### config.mk
export PLATFORM = sky130hd
export DESIGN_NAME = dma_chan_sched_flat
export DESIGN_NICKNAME = d
export VERILOG_FILES = /design/src/rtl/dma_pkg.sv /design/src/rtl/dma_chan_sched_if.sv /design/src/rtl/dma_rr_arbiter.sv /design/src/rtl/dma_chan_sched.sv /design/src/flat_wrapper.sv
export SDC_FILE = /design/constraint.sdc
export NUM_CORES = 1
export LEC_CHECK = 0
export ABC_AREA = 1
export CORE_AREA = 2 2 206 208
export DETAILED_ROUTE_END_ITERATION = 8
export DIE_AREA = 0 0 208 210
export GPL_TIMING_DRIVEN = 0
export SYNTH_ARGS = -nofsm -noshare
export SYNTH_HDL_FRONTEND = slang
export SYNTH_SLANG_ARGS = --single-unit
### constraint.sdc
create_clock -name clk -period 4.6 [get_ports clk]
set_input_delay 0.92 -clock clk [delete_from_list [all_inputs] [get_ports clk]]
set_output_delay 0.92 -clock clk [all_outputs]
set_load 0.02 [all_outputs]
### src/rtl/dma_pkg.sv
// Shared DMA types: descriptor, error record, error sources and the
// channel-scheduler state encoding.
package dma_pkg;

  // Error source carried in an error record
  typedef enum logic [1:0] {
    DMA_NO_ERR        = 2'd0,
    DMA_UNALIGNED_ERR = 2'd1,
    DMA_BUS_ERR       = 2'd2,
    DMA_TIMEOUT_ERR   = 2'd3
  } dma_err_src_t;

  // Transfer descriptor handed from a channel to the streamers
  typedef struct packed {
    logic [31:0] src_addr;
    logic [31:0] dst_addr;
    logic [15:0] num_bytes;
  } s_dma_desc_t;

  // Error record reported by a streamer or by the scheduler watchdog
  typedef struct packed {
    logic         valid;
    dma_err_src_t src;
    logic [31:0]  addr;
  } s_dma_error_t;

  // Channel scheduler states
  typedef enum logic [1:0] {
    DMA_ST_IDLE = 2'd0,
    DMA_ST_RUN  = 2'd1,
    DMA_ST_DONE = 2'd2,
    DMA_ST_ERR  = 2'd3
  } dma_sched_st_t;

  // Width of a channel index; never narrower than one bit
  function automatic int dma_idx_w(input int n);
    return (n > 1) ? $clog2(n) : 1;
  endfunction

endpackage

### src/rtl/dma_chan_sched_if.sv
// Channel / streamer bus of the DMA channel scheduler.
// slave  : the scheduler side.
// master : the side driving requests and streamer responses.
interface dma_chan_sched_if
  import dma_pkg::*;
#(
  parameter int NUM_CH = 4
) ();

  localparam int IDX_W = dma_idx_w(NUM_CH);

  logic [NUM_CH-1:0]              ch_req_i;
  s_dma_desc_t [NUM_CH-1:0]       ch_desc_i;
  logic [NUM_CH-1:0]              ch_ack_o;
  logic [NUM_CH-1:0]              ch_done_o;
  logic [NUM_CH-1:0]              ch_err_o;
  s_dma_error_t                   err_info_o;
  logic                           err_clr_i;
  s_dma_desc_t                    stream_desc_o;
  logic                           rd_stream_valid_o;
  logic                           wr_stream_valid_o;
  logic                           rd_stream_done_i;
  logic                           wr_stream_done_i;
  s_dma_error_t                   rd_stream_err_i;
  s_dma_error_t                   wr_stream_err_i;
  logic                           busy_o;
  logic [IDX_W-1:0]               cur_ch_o;

  modport slave (
    input  ch_req_i, ch_desc_i, err_clr_i,
    input  rd_stream_done_i, wr_stream_done_i, rd_stream_err_i, wr_stream_err_i,
    output ch_ack_o, ch_done_o, ch_err_o, err_info_o, stream_desc_o,
    output rd_stream_valid_o, wr_stream_valid_o, busy_o, cur_ch_o
  );

  modport master (
    output ch_req_i, ch_desc_i, err_clr_i,
    output rd_stream_done_i, wr_stream_done_i, rd_stream_err_i, wr_stream_err_i,
    input  ch_ack_o, ch_done_o, ch_err_o, err_info_o, stream_desc_o,
    input  rd_stream_valid_o, wr_stream_valid_o, busy_o, cur_ch_o
  );

endinterface

### src/rtl/dma_rr_arbiter.sv
// Combinational round-robin arbiter: the search starts at ptr_i+1 and
// wraps, so the channel granted last has the lowest priority next time.
module dma_rr_arbiter
  import dma_pkg::*;
#(
  parameter int NUM_CH = 4,
  parameter int IDX_W  = dma_idx_w(NUM_CH)
) (
  input  logic [NUM_CH-1:0] req_i,
  input  logic [IDX_W-1:0]  ptr_i,
  output logic [NUM_CH-1:0] gnt_o,
  output logic [IDX_W-1:0]  idx_o,
  output logic              valid_o
);

  // First requester found walking upward from the pointer wins
  always_comb begin
    int cand;
    logic [IDX_W-1:0] cand_idx;
    gnt_o    = '0;
    idx_o    = '0;
    valid_o  = 1'b0;
    cand     = 0;
    cand_idx = '0;
    for (int i = 1; i <= NUM_CH; i++) begin
      cand = int'(ptr_i) + i;
      if (cand >= NUM_CH) cand = cand - NUM_CH;
      cand_idx = IDX_W'(cand);
      if (!valid_o && req_i[cand_idx]) begin
        valid_o         = 1'b1;
        idx_o           = cand_idx;
        gnt_o[cand_idx] = 1'b1;
      end
    end
  end

endmodule

### src/rtl/dma_chan_sched.sv
// DMA channel scheduler: grants one channel at a time (round robin),
// latches its descriptor, starts the read and write streamers and
// reports completion or error back to the owning channel.
// Optional feature: define DMA_SCHED_WDT_EN to add a RUN-state watchdog
// that raises DMA_TIMEOUT_ERR after WDT_CYCLES cycles without completion.
module dma_chan_sched
  import dma_pkg::*;
#(
  parameter int NUM_CH     = 4,
  parameter int WDT_CYCLES = 65535
) (
  input logic             clk,
  input logic             rstn,
  dma_chan_sched_if.slave bus
);

  localparam int IDX_W = dma_idx_w(NUM_CH);

  dma_sched_st_t     state_q, state_d;
  logic [IDX_W-1:0]  rr_ptr_q, rr_ptr_d;
  logic [IDX_W-1:0]  cur_ch_q, cur_ch_d;
  logic [NUM_CH-1:0] ack_q, ack_d;
  s_dma_desc_t       desc_q, desc_d;
  s_dma_error_t      err_q, err_d;
  logic              rd_seen_q, rd_seen_d;
  logic              wr_seen_q, wr_seen_d;
  logic              wdt_hit;

  logic [NUM_CH-1:0] arb_gnt;
  logic [IDX_W-1:0]  arb_idx;
  logic              arb_valid;

  dma_rr_arbiter #(
    .NUM_CH (NUM_CH),
    .IDX_W  (IDX_W)
  ) u_arb (
    .req_i   (bus.ch_req_i),
    .ptr_i   (rr_ptr_q),
    .gnt_o   (arb_gnt),
    .idx_o   (arb_idx),
    .valid_o (arb_valid)
  );

`ifdef DMA_SCHED_WDT_EN
  logic [31:0] wdt_q, wdt_d;

  // Watchdog counts RUN cycles; held at zero in IDLE so RUN always starts fresh
  always_comb begin
    wdt_d = wdt_q;
    if (state_q == DMA_ST_IDLE)     wdt_d = '0;
    else if (state_q == DMA_ST_RUN) wdt_d = wdt_q + 32'd1;
  end

  assign wdt_hit = (state_q == DMA_ST_RUN) && (wdt_q == 32'(WDT_CYCLES - 1));

  // Watchdog register
  always_ff @(posedge clk) begin
    if (!rstn) wdt_q <= '0;
    else       wdt_q <= wdt_d;
  end
`else
  assign wdt_hit = 1'b0;
`endif

  // Next-state logic: grant in IDLE, track streamer completion in RUN,
  // errors (streamer first, then watchdog) override a same-cycle done
  always_comb begin
    logic rd_fin;
    logic wr_fin;
    state_d   = state_q;
    rr_ptr_d  = rr_ptr_q;
    cur_ch_d  = cur_ch_q;
    ack_d     = '0;
    desc_d    = desc_q;
    err_d     = err_q;
    rd_seen_d = rd_seen_q;
    wr_seen_d = wr_seen_q;
    rd_fin    = rd_seen_q | bus.rd_stream_done_i;
    wr_fin    = wr_seen_q | bus.wr_stream_done_i;
    case (state_q)
      DMA_ST_IDLE: begin
        if (arb_valid) begin
          ack_d     = arb_gnt;
          rr_ptr_d  = arb_idx;
          cur_ch_d  = arb_idx;
          desc_d    = bus.ch_desc_i[arb_idx];
          rd_seen_d = 1'b0;
          wr_seen_d = 1'b0;
          // A zero-length transfer never starts the streamers
          state_d   = (bus.ch_desc_i[arb_idx].num_bytes == '0) ? DMA_ST_DONE : DMA_ST_RUN;
        end
      end
      DMA_ST_RUN: begin
        rd_seen_d = rd_fin;
        wr_seen_d = wr_fin;
        if (bus.rd_stream_err_i.valid || bus.wr_stream_err_i.valid) begin
          state_d = DMA_ST_ERR;
          err_d   = bus.rd_stream_err_i.valid ? bus.rd_stream_err_i : bus.wr_stream_err_i;
        end else if (wdt_hit) begin
          state_d = DMA_ST_ERR;
          err_d   = '{valid: 1'b1, src: DMA_TIMEOUT_ERR, addr: desc_q.src_addr};
        end else if (rd_fin && wr_fin) begin
          state_d = DMA_ST_DONE;
        end
      end
      DMA_ST_DONE: state_d = DMA_ST_IDLE;
      DMA_ST_ERR:  if (bus.err_clr_i) state_d = DMA_ST_IDLE;
      default:     state_d = DMA_ST_IDLE;
    endcase
  end

  // State and latch registers; reset leaves channel 0 first in line
  always_ff @(posedge clk) begin
    if (!rstn) begin
      state_q   <= DMA_ST_IDLE;
      rr_ptr_q  <= IDX_W'(NUM_CH - 1);
      cur_ch_q  <= '0;
      ack_q     <= '0;
      desc_q    <= '0;
      err_q     <= '0;
      rd_seen_q <= 1'b0;
      wr_seen_q <= 1'b0;
    end else begin
      state_q   <= state_d;
      rr_ptr_q  <= rr_ptr_d;
      cur_ch_q  <= cur_ch_d;
      ack_q     <= ack_d;
      desc_q    <= desc_d;
      err_q     <= err_d;
      rd_seen_q <= rd_seen_d;
      wr_seen_q <= wr_seen_d;
    end
  end

  assign bus.ch_ack_o          = ack_q;
  assign bus.busy_o            = (state_q != DMA_ST_IDLE);
  assign bus.cur_ch_o          = cur_ch_q;
  assign bus.stream_desc_o     = desc_q;
  assign bus.err_info_o        = err_q;
  assign bus.rd_stream_valid_o = (state_q == DMA_ST_RUN) && !rd_seen_q;
  assign bus.wr_stream_valid_o = (state_q == DMA_ST_RUN) && !wr_seen_q;

  // Per-channel done pulse (DONE lasts one cycle) and error level
  for (genvar gi = 0; gi < NUM_CH; gi++) begin : g_ch_out
    assign bus.ch_done_o[gi] = (state_q == DMA_ST_DONE) && (cur_ch_q == IDX_W'(gi));
    assign bus.ch_err_o[gi]  = (state_q == DMA_ST_ERR)  && (cur_ch_q == IDX_W'(gi));
  end

endmodule
### src/flat_wrapper.sv
// flat-port wrapper written by rule: the top's interface ports become plain ports
module dma_chan_sched_flat import dma_pkg::*;
#(
  parameter int NUM_CH     = 4,
  parameter int WDT_CYCLES = 65535
)
  (clk, rstn, bus_ch_req_i, bus_ch_desc_i, bus_err_clr_i, bus_rd_stream_done_i, bus_wr_stream_done_i, bus_rd_stream_err_i, bus_wr_stream_err_i, bus_ch_ack_o, bus_ch_done_o, bus_ch_err_o, bus_err_info_o, bus_stream_desc_o, bus_rd_stream_valid_o, bus_wr_stream_valid_o, bus_busy_o, bus_cur_ch_o);
  dma_chan_sched_if #(.NUM_CH(NUM_CH)) bus_i ();
  input logic clk;
  input logic rstn;
  input wire logic [$bits(bus_i.ch_req_i)-1:0] bus_ch_req_i;
  input wire logic [$bits(bus_i.ch_desc_i)-1:0] bus_ch_desc_i;
  input wire logic [$bits(bus_i.err_clr_i)-1:0] bus_err_clr_i;
  input wire logic [$bits(bus_i.rd_stream_done_i)-1:0] bus_rd_stream_done_i;
  input wire logic [$bits(bus_i.wr_stream_done_i)-1:0] bus_wr_stream_done_i;
  input wire logic [$bits(bus_i.rd_stream_err_i)-1:0] bus_rd_stream_err_i;
  input wire logic [$bits(bus_i.wr_stream_err_i)-1:0] bus_wr_stream_err_i;
  output wire logic [$bits(bus_i.ch_ack_o)-1:0] bus_ch_ack_o;
  output wire logic [$bits(bus_i.ch_done_o)-1:0] bus_ch_done_o;
  output wire logic [$bits(bus_i.ch_err_o)-1:0] bus_ch_err_o;
  output wire logic [$bits(bus_i.err_info_o)-1:0] bus_err_info_o;
  output wire logic [$bits(bus_i.stream_desc_o)-1:0] bus_stream_desc_o;
  output wire logic [$bits(bus_i.rd_stream_valid_o)-1:0] bus_rd_stream_valid_o;
  output wire logic [$bits(bus_i.wr_stream_valid_o)-1:0] bus_wr_stream_valid_o;
  output wire logic [$bits(bus_i.busy_o)-1:0] bus_busy_o;
  output wire logic [$bits(bus_i.cur_ch_o)-1:0] bus_cur_ch_o;
  assign bus_i.ch_req_i = bus_ch_req_i;
  assign bus_i.ch_desc_i = bus_ch_desc_i;
  assign bus_i.err_clr_i = bus_err_clr_i;
  assign bus_i.rd_stream_done_i = bus_rd_stream_done_i;
  assign bus_i.wr_stream_done_i = bus_wr_stream_done_i;
  assign bus_i.rd_stream_err_i = bus_rd_stream_err_i;
  assign bus_i.wr_stream_err_i = bus_wr_stream_err_i;
  assign bus_ch_ack_o = bus_i.ch_ack_o;
  assign bus_ch_done_o = bus_i.ch_done_o;
  assign bus_ch_err_o = bus_i.ch_err_o;
  assign bus_err_info_o = bus_i.err_info_o;
  assign bus_stream_desc_o = bus_i.stream_desc_o;
  assign bus_rd_stream_valid_o = bus_i.rd_stream_valid_o;
  assign bus_wr_stream_valid_o = bus_i.wr_stream_valid_o;
  assign bus_busy_o = bus_i.busy_o;
  assign bus_cur_ch_o = bus_i.cur_ch_o;
  dma_chan_sched #(.NUM_CH(NUM_CH), .WDT_CYCLES(WDT_CYCLES)) u_core (.clk(clk), .rstn(rstn), .bus(bus_i));
endmodule
# == After elaboration in Yosys (flattened, before gate mapping) ==
# Cells that the tools add are included.
# op_classes
n_addsub,8
n_lt_le_gt_ge,13
eq_ne,9
muxes,44
n_bitwise,5
reduce_logical,34
# ops
operator,count
80-bit binary-select mux with 2-bit select,1
80-bit two-way mux,1
35-bit two-way mux,1
2-bit two-way mux,13
1-bit logical AND,18
16-bit zero test,1
4-bit two-way mux,4
2-bit by 3-bit < comparator with 1-bit output (second input constant),5
1-bit two-way mux,13
4-bit bitwise OR,3
3-bit >= comparator (second input constant),3
1-bit binary-select mux with 2-bit select,4
1-bit demux with 2-bit select,4
2-bit == test (second input constant),4
2-bit by 1-bit >= comparator with 1-bit output (second input constant),4
2-bit case mux with 4 select lines,1
2-bit by 1-bit subtractor with 2-bit output (second input constant),4
2-bit by 2-bit adder with 3-bit output (second input constant),2
2-bit AND reduction,3
3-bit AND reduction,2
1-bit zero test,5
2-bit by 3-bit adder with 4-bit output (second input constant),1
2-bit by 1-bit == test with 1-bit output (second input constant),2
4-bit by 3-bit >= comparator with 1-bit output (second input constant),1
9 further kinds,13
# word_totals
reg_bits,127
output_inout_bits,132
elab_cells,125

# == Logic depth before layout (Yosys ltp) ==
# logic_depth
ltp_word,21
depth_mapped,21
mapped_depth_nobuf,19

# == By module ==
# From an unflattened synthesis, not the netlist that was laid out.
# hier_totals
hier_cells,1242
hier_area_um2,7727.4
# by_module_without_submodules
mod,n_inst,cells_per_inst,area_per_inst_um2
dma_chan_sched,1,1161,7191.9
dma_rr_arbiter,1,81,535.5

# == Worst setup path after synthesis ==
# OpenSTA, ideal clock, no wires.
# synth_timing
path_kind,reg2reg
startpoint,register u_core.rr_ptr_q[0]
endpoint,register u_core.desc_q (netlist bit u_core.bus.stream_desc_o[17])
setup_ns,0.113
t_arrival_ns,2.375
required_time_ns,4.487
setup_slack_ns,2.112
stages_incl_launch_ff,17
period_less_slack_ns,2.488
path_cell_list,dfxtp_1 inv_2 buf_6 ha_1 inv_1 nand3_1 nand2_1 a21oi_1 nand2_1 nand3_4 buf_6 buf_6 buf_2 nor2_1 o22ai_1 o21ai_1 inv_1
# synth_between
elab_chain_cells,17
word_cells_on_any_way,41
cone_classes,add/sub (8); order compare (4); mux (22); reduce/logical (7)
# synth_lines
element,line_no,source
"start, declared",dma_chan_sched.sv:20,"logic [IDX_W-1:0] rr_ptr_q, rr_ptr_d;"
"start signal, assigned",dma_chan_sched.sv:116,rr_ptr_q <= IDX_W'(NUM_CH - 1);
"start signal, assigned",dma_chan_sched.sv:125,rr_ptr_q <= rr_ptr_d;
2-bit by 1-bit adder with 3-bit output,dma_rr_arbiter.sv:26,cand = int'(ptr_i) + i;
3-bit >= comparator or 2-bit by 1-bit subtractor with 2-bit output (tied branches),dma_rr_arbiter.sv:27,if (cand >= NUM_CH) cand = cand - NUM_CH;
2-bit two-way mux,dma_rr_arbiter.sv:27,
1-bit binary-select mux with 2-bit select,dma_rr_arbiter.sv:29,if (!valid_o && req_i[cand_idx]) begin
1-bit two-way mux (not written as such),dma_rr_arbiter.sv:29,
1-bit two-way mux,dma_rr_arbiter.sv:29,
1-bit zero test,dma_rr_arbiter.sv:29,
1-bit logical AND,dma_rr_arbiter.sv:29,
1-bit two-way mux,dma_rr_arbiter.sv:29,
1-bit zero test,dma_rr_arbiter.sv:29,
1-bit logical AND,dma_rr_arbiter.sv:29,
1-bit two-way mux,dma_rr_arbiter.sv:29,
1-bit zero test,dma_rr_arbiter.sv:29,
1-bit logical AND,dma_rr_arbiter.sv:29,
2-bit two-way mux,dma_rr_arbiter.sv:29,
80-bit binary-select mux with 2-bit select,dma_chan_sched.sv:86,desc_d = bus.ch_desc_i[arb_idx];
80-bit two-way mux,--,
"end signal, assigned",dma_chan_sched.sv:128,desc_q <= desc_d;
"end, declared",dma_chan_sched.sv:23,"s_dma_desc_t desc_q, desc_d;"
# Several ways; a longest one is shown, not always the timed one. The select of a mux whose other input is x is not followed.
# A chain may end at the register's enable or synchronous reset.

# == Final worst setup path ==
# layout_timing
startpoint,register u_core.rr_ptr_q[1]
endpoint,register u_core.desc_q (netlist bit u_core.bus.stream_desc_o[35])
# The elaborated chain is that of the path after synthesis.

==> impl_summary.md <==
Outcome
The run finished with clean final reports.

Critical path
The end of the worst register-to-register path is u_core.bus.stream_desc_o[35]$_SDFFE_PN0P_. The critical path's most frequent cell is sky130_fd_sc_hd__nand2_1. The minimum setup slack among reg-to-reg paths is 850 ps. The cell family with the largest share of critical-path delay is simple AND/OR/NAND/NOR gates. The critical path goes through inv_1 > ha_1 > inv_1 > nand3_1 > nand2_1 > nand3_2 > nand2_1 > nand2_1 > nand2_4 > buf_2 > buf_2 > a21oi_1 > nor3_1 > nor2_1. In this run the worst path has a maximum fanout of 10. Data on the critical path is required at its endpoint by 4890 ps. The worst setup path is launched from a register.

The number of cells on the worst reg-to-reg path is 14. The worst setup path is captured at a register. By startpoint and endpoint, the worst setup path is classified as reg -> reg.

The slowest cell on the critical path is sky130_fd_sc_hd__nor3_1. For this run, the slowest stage of the critical path takes 590 ps. Together, buffers and inverters on the worst path number 4.

The startpoint of the lowest-slack register-to-register path is u_core.rr_ptr_q[1]$_SDFFE_PN1P_. At the worst endpoint, the arrival time is 4040 ps.

Clocking
After clock tree synthesis, the setup repair step added 0 buffers. The tree is rooted in a sky130_fd_sc_hd__clkbuf_16. The clock passes through at most 2 buffers. The number of hold-repair buffers added at the cts stage is 0. Counting the buffers created by CTS gives 17. The clock sink count is 127. In this run, post-CTS repair resized a total of 0 instances.

For the worst-skew pair, the clock arrives at the later sink with an insertion delay of 430 ps. The number of H-tree branching levels is 4. The clock transition time at the flip-flop clock pins of the worst setup and hold paths is 60 ps. The clock tree from TritonCTS is done.

Routing
After detailed routing, the total wire length is 46800 um. The first routing iteration left 666 violations. In the routed layout, each cell is associated on average with a via count of 4.58. The number of nets still failing antenna checks after routing is 0. In the routed design, unresolved DRC markers number 0. The first detailed-routing pass ran for 7 iterations.

The final route contains 11.1k vias. In the final routed layout, each cell accounts on average for 19.3 um.

Final layout
The final antenna diode count is 0. The count of non-filler cells in the finished layout is 2428. From synthesis to final layout, the design area changed by 81.1%. The number of fillers in the final layout is 4466. The final core utilization is 35.2%. Once layout is done, the placed cells without fillers occupy 14600 sq um. The ratio of cells with drive above 1 in the final layout is 5.35%.

The net count of the finished layout is 2283.

Placement
The number of port buffers is 528. The number of placed instances with taps included is 2396. The final HPWL from detailed placement is 38200 um.

After detailed placement, the total cell area comes to 14000 sq um. At the end of routability-driven placement, the weighted congestion stood at 0.978.

Synth
The number of warnings printed during yosys synthesis is 0. The top cell type by area accounts for 31.6% of the synthesized area. The adder and majority gate portion of the synthesized area is 1.24%. The number of distinct library cell variants in the gate-level netlist after synthesis is 33. The post-synthesis sequential area ratio is 31.6%. The post-synthesis async set-or-reset flop share is 0%. The share of the synthesized area in compound gates (AO/OA/AOI/OAI) is 22.4%. The total standard cell area after synthesis is 8050 sq um. For this run, the leading register cell type out of synthesis is sky130_fd_sc_hd__dfxtp_1. The number of flops mapped to enable cells by yosys is 0. The xor and xnor fraction of the mapped netlist area is 0%. Counting every net in the synthesized netlist gives 1736. Synthesis inferred 127 register bits.

Averaged over all synthesized cells, the footprint is 6.06 sq um. The basic-gate share of the synthesized area counting and, or, nand and nor cells is 32.7%. After synthesis, the cell types taking the most area are sky130_fd_sc_hd__dfxtp_1, sky130_fd_sc_hd__nand2_1, sky130_fd_sc_hd__nor2_1.

Of all cell types, the one taking the most synthesized area is sky130_fd_sc_hd__dfxtp_1. After synthesis, the largest family of logic cells by area is simple AND/OR/NAND/NOR gates. The portion of synthesized area spent on multiplexers is 0%.

In the synthesized netlist, the number of instances is 1329.

Die
The width of the die is 208 um. The total area inside the core boundary comes to 41500 sq um. The number of ports placed on the die boundary is 531. Once the floorplan was initialized, standard cells occupied 19.4% of the core. The overall die height is 210 um. The total die area is 43700 sq um. After floorplanning, the core was divided into 75 placement rows.

Global routing
The via count of the first global-routing pass is 11.0k. The global-route usage over all layers is 20.6%. The residual overflow from global routing is 0.

The number of antenna violations at the first check in global routing was 1. The first global-routing pass estimated 67900 um of wire. The pin count of the biggest net entering global routing is 17.

Timing
For the pin with the worst max-slew slack, the measured transition is 798 ps. Setup repair after global routing left no endpoint under its margin. The final critical path takes up 81.5% of the cycle. The smallest clock period supported by the final layout is computed as 3750 ps. The peak clock frequency supported by timing is 267 MHz. Hold is met by 473 ps. The normalized max-slew margin is 46.8%. Summed over all failing endpoints, the final setup total negative slack is 0 ps. The number of endpoints with negative hold slack in the final report is 0. Setup violations remaining at the end of the flow were counted as 0.

The total count of max-transition violations in the final report was 0. On the final layout, the worst clock skew is 7.41 ps.

Worst hold path
The hold-critical path depth is 2. The startpoint identified for the worst hold timing path is u_core.bus.err_info_o[34]$_SDFFE_PN0P_. The min-delay analysis places its worst path in the category reg -> reg. For hold timing, the worst endpoint is u_core.bus.err_info_o[34]$_SDFFE_PN0P_.

Power and ir drop
The cell-internal power is 5390 uW. The part of the power in registers is 14.7%. Combinational cells account for 74.4% of the total power. The analysis attributes to net switching a power of 6810 uW. The switching share of power is 55.8%. The worst supply voltage drop on vdd is 0.381 mV. In this run the static leakage power is 0.00623 uW. The ratio of total power to cell area is 836 nW/um^2. The share of total power dissipated in the clock network is 10.9%.

Flow run
Max-cap violations in this run came to 0.
==> sequential cells by signal (all words and copies together) (netlist names) <==
register / cells
u_core.bus.ch_ack_o: 4
u_core.bus.cur_ch_o: 2
u_core.bus.err_info_o: 35
u_core.bus.stream_desc_o: 80
u_core.rd_seen_q: 1
u_core.rr_ptr_q: 2
u_core.state_q: 2
u_core.wr_seen_q: 1
==> how the worst max path moves through the flow <==
stage                                                from                                   endpoint  slack (ps)  depth (start not counted)
after floorplan           u_core.rr_ptr_q[0]$_SDFFE_PN1P_  u_core.bus.stream_desc_o[17]$_SDFFE_PN0P_        2110                         16
after global placement                    bus_ch_req_i[3]  u_core.bus.stream_desc_o[35]$_SDFFE_PN0P_         570                         16
after detailed placement                  bus_ch_req_i[3]  u_core.bus.stream_desc_o[35]$_SDFFE_PN0P_         490                         16
after CTS                 u_core.rr_ptr_q[1]$_SDFFE_PN1P_  u_core.bus.stream_desc_o[35]$_SDFFE_PN0P_         820                         14
after global routing      u_core.rr_ptr_q[1]$_SDFFE_PN1P_  u_core.bus.stream_desc_o[38]$_SDFFE_PN0P_         540                         14
final                     u_core.rr_ptr_q[1]$_SDFFE_PN1P_  u_core.bus.stream_desc_o[35]$_SDFFE_PN0P_         850                         14
==> cells in the final DEF, fill, tap and decap left out, types with 5 or more instances in the layout <==
cell / n
sky130_fd_sc_hd__ha_1: 8
sky130_fd_sc_hd__dfxtp_1: 127
sky130_fd_sc_hd__buf_2: 38
sky130_fd_sc_hd__o21ai_0: 148
sky130_fd_sc_hd__nand3_1: 53
sky130_fd_sc_hd__clkdlybuf4s50_1: 528
sky130_fd_sc_hd__clkbuf_16: 17
sky130_fd_sc_hd__nand2_1: 291
sky130_fd_sc_hd__inv_2: 5
sky130_fd_sc_hd__clkbuf_1: 44
sky130_fd_sc_hd__o22ai_1: 34
sky130_fd_sc_hd__nand3b_1: 15
sky130_fd_sc_hd__buf_6: 8
sky130_fd_sc_hd__a21oi_1: 67
sky130_fd_sc_hd__inv_1: 121
sky130_fd_sc_hd__nor3_1: 38
sky130_fd_sc_hd__a31oi_1: 34
sky130_fd_sc_hd__nand2_2: 6
sky130_fd_sc_hd__o21ai_1: 42
sky130_fd_sc_hd__buf_1: 7
sky130_fd_sc_hd__nor2_1: 219
==> cell type report <==
type	instances	area, sq um	area share [%]
Tap cell	539	674	4.63
Clock inverter	9	83.8	0.575
Buffer	98	487	3.34
Sequential cell	127	2540	17.4
Clock buffer	23	488	3.35
Inverter	128	485	3.33
Multi-Input combinational cell	976	4540	31.1
Timing Repair Buffer	528	5290	36.2
==> synthesized netlist by cell type, types with 7 or more instances <==
library cell               number
sky130_fd_sc_hd__a21oi_1       67
sky130_fd_sc_hd__inv_1        121
sky130_fd_sc_hd__dfxtp_1      127
sky130_fd_sc_hd__nor3_1        38
sky130_fd_sc_hd__nand2_1      291
sky130_fd_sc_hd__buf_1          7
sky130_fd_sc_hd__o21ai_0      148
sky130_fd_sc_hd__nand3_1       53
sky130_fd_sc_hd__o21ai_1       42
sky130_fd_sc_hd__ha_1           8
sky130_fd_sc_hd__a31oi_1       34
sky130_fd_sc_hd__nand3b_1      15
sky130_fd_sc_hd__buf_6          8
sky130_fd_sc_hd__clkbuf_1      42
sky130_fd_sc_hd__nor2_1       219
sky130_fd_sc_hd__o22ai_1       34
sky130_fd_sc_hd__buf_2         38
==> per-stage QoR <==
stage / worst slack (ps) / total power (uW)
6_report: 851 / 12200
5_1_grt: 543 / 13300
4_1_cts: 818 / 12300
3_5_place_dp: 491 / 10900
3_3_place_gp: 569 / 10900
2_1_floorplan: 2110 / 7130
==> power by group through the flow <==
stage | Clock (uW) | Combinational (uW) | Sequential [uW]
finish | 1330 | 9070 | 1790
global route | 1410 | 10000 | 1840
CTS | 1360 | 9130 | 1790
detailed placement | 0 | 9100 | 1810
global placement | 0 | 9060 | 1790
floorplan | 0 | 4900 | 2230
==> routing by layer <==
metal	vias to the layer above	global-route usage (%)	part of all wire, %
li1	5431	-	-
met1	5111	24.2	41
met2	527	37.1	49
met3	61	4.87	7.2
met4	0	6.43	2.7
met5	-	0	0
==> worst register-to-register path, cell delays in order (launching register included) <==
cell,delay [ps]
sky130_fd_sc_hd__dfxtp_1,490
sky130_fd_sc_hd__inv_1,240
sky130_fd_sc_hd__ha_1,400
sky130_fd_sc_hd__inv_1,130
sky130_fd_sc_hd__nand3_1,90
sky130_fd_sc_hd__nand2_1,190
sky130_fd_sc_hd__nand3_2,150
sky130_fd_sc_hd__nand2_1,80
sky130_fd_sc_hd__nand2_1,90
sky130_fd_sc_hd__nand2_4,160
sky130_fd_sc_hd__buf_2,400
sky130_fd_sc_hd__buf_2,430
sky130_fd_sc_hd__a21oi_1,90
sky130_fd_sc_hd__nor3_1,590
sky130_fd_sc_hd__nor2_1,80
==> cells by family after synthesis <==
kind of cell	count (synthesis)
AOI/OAI and AO/OA	336
DFF	127
adders and majority gates	8
and+or+nand+nor	632
buffers and inverters	226
Note: power is estimated with default switching activity, not from simulation.
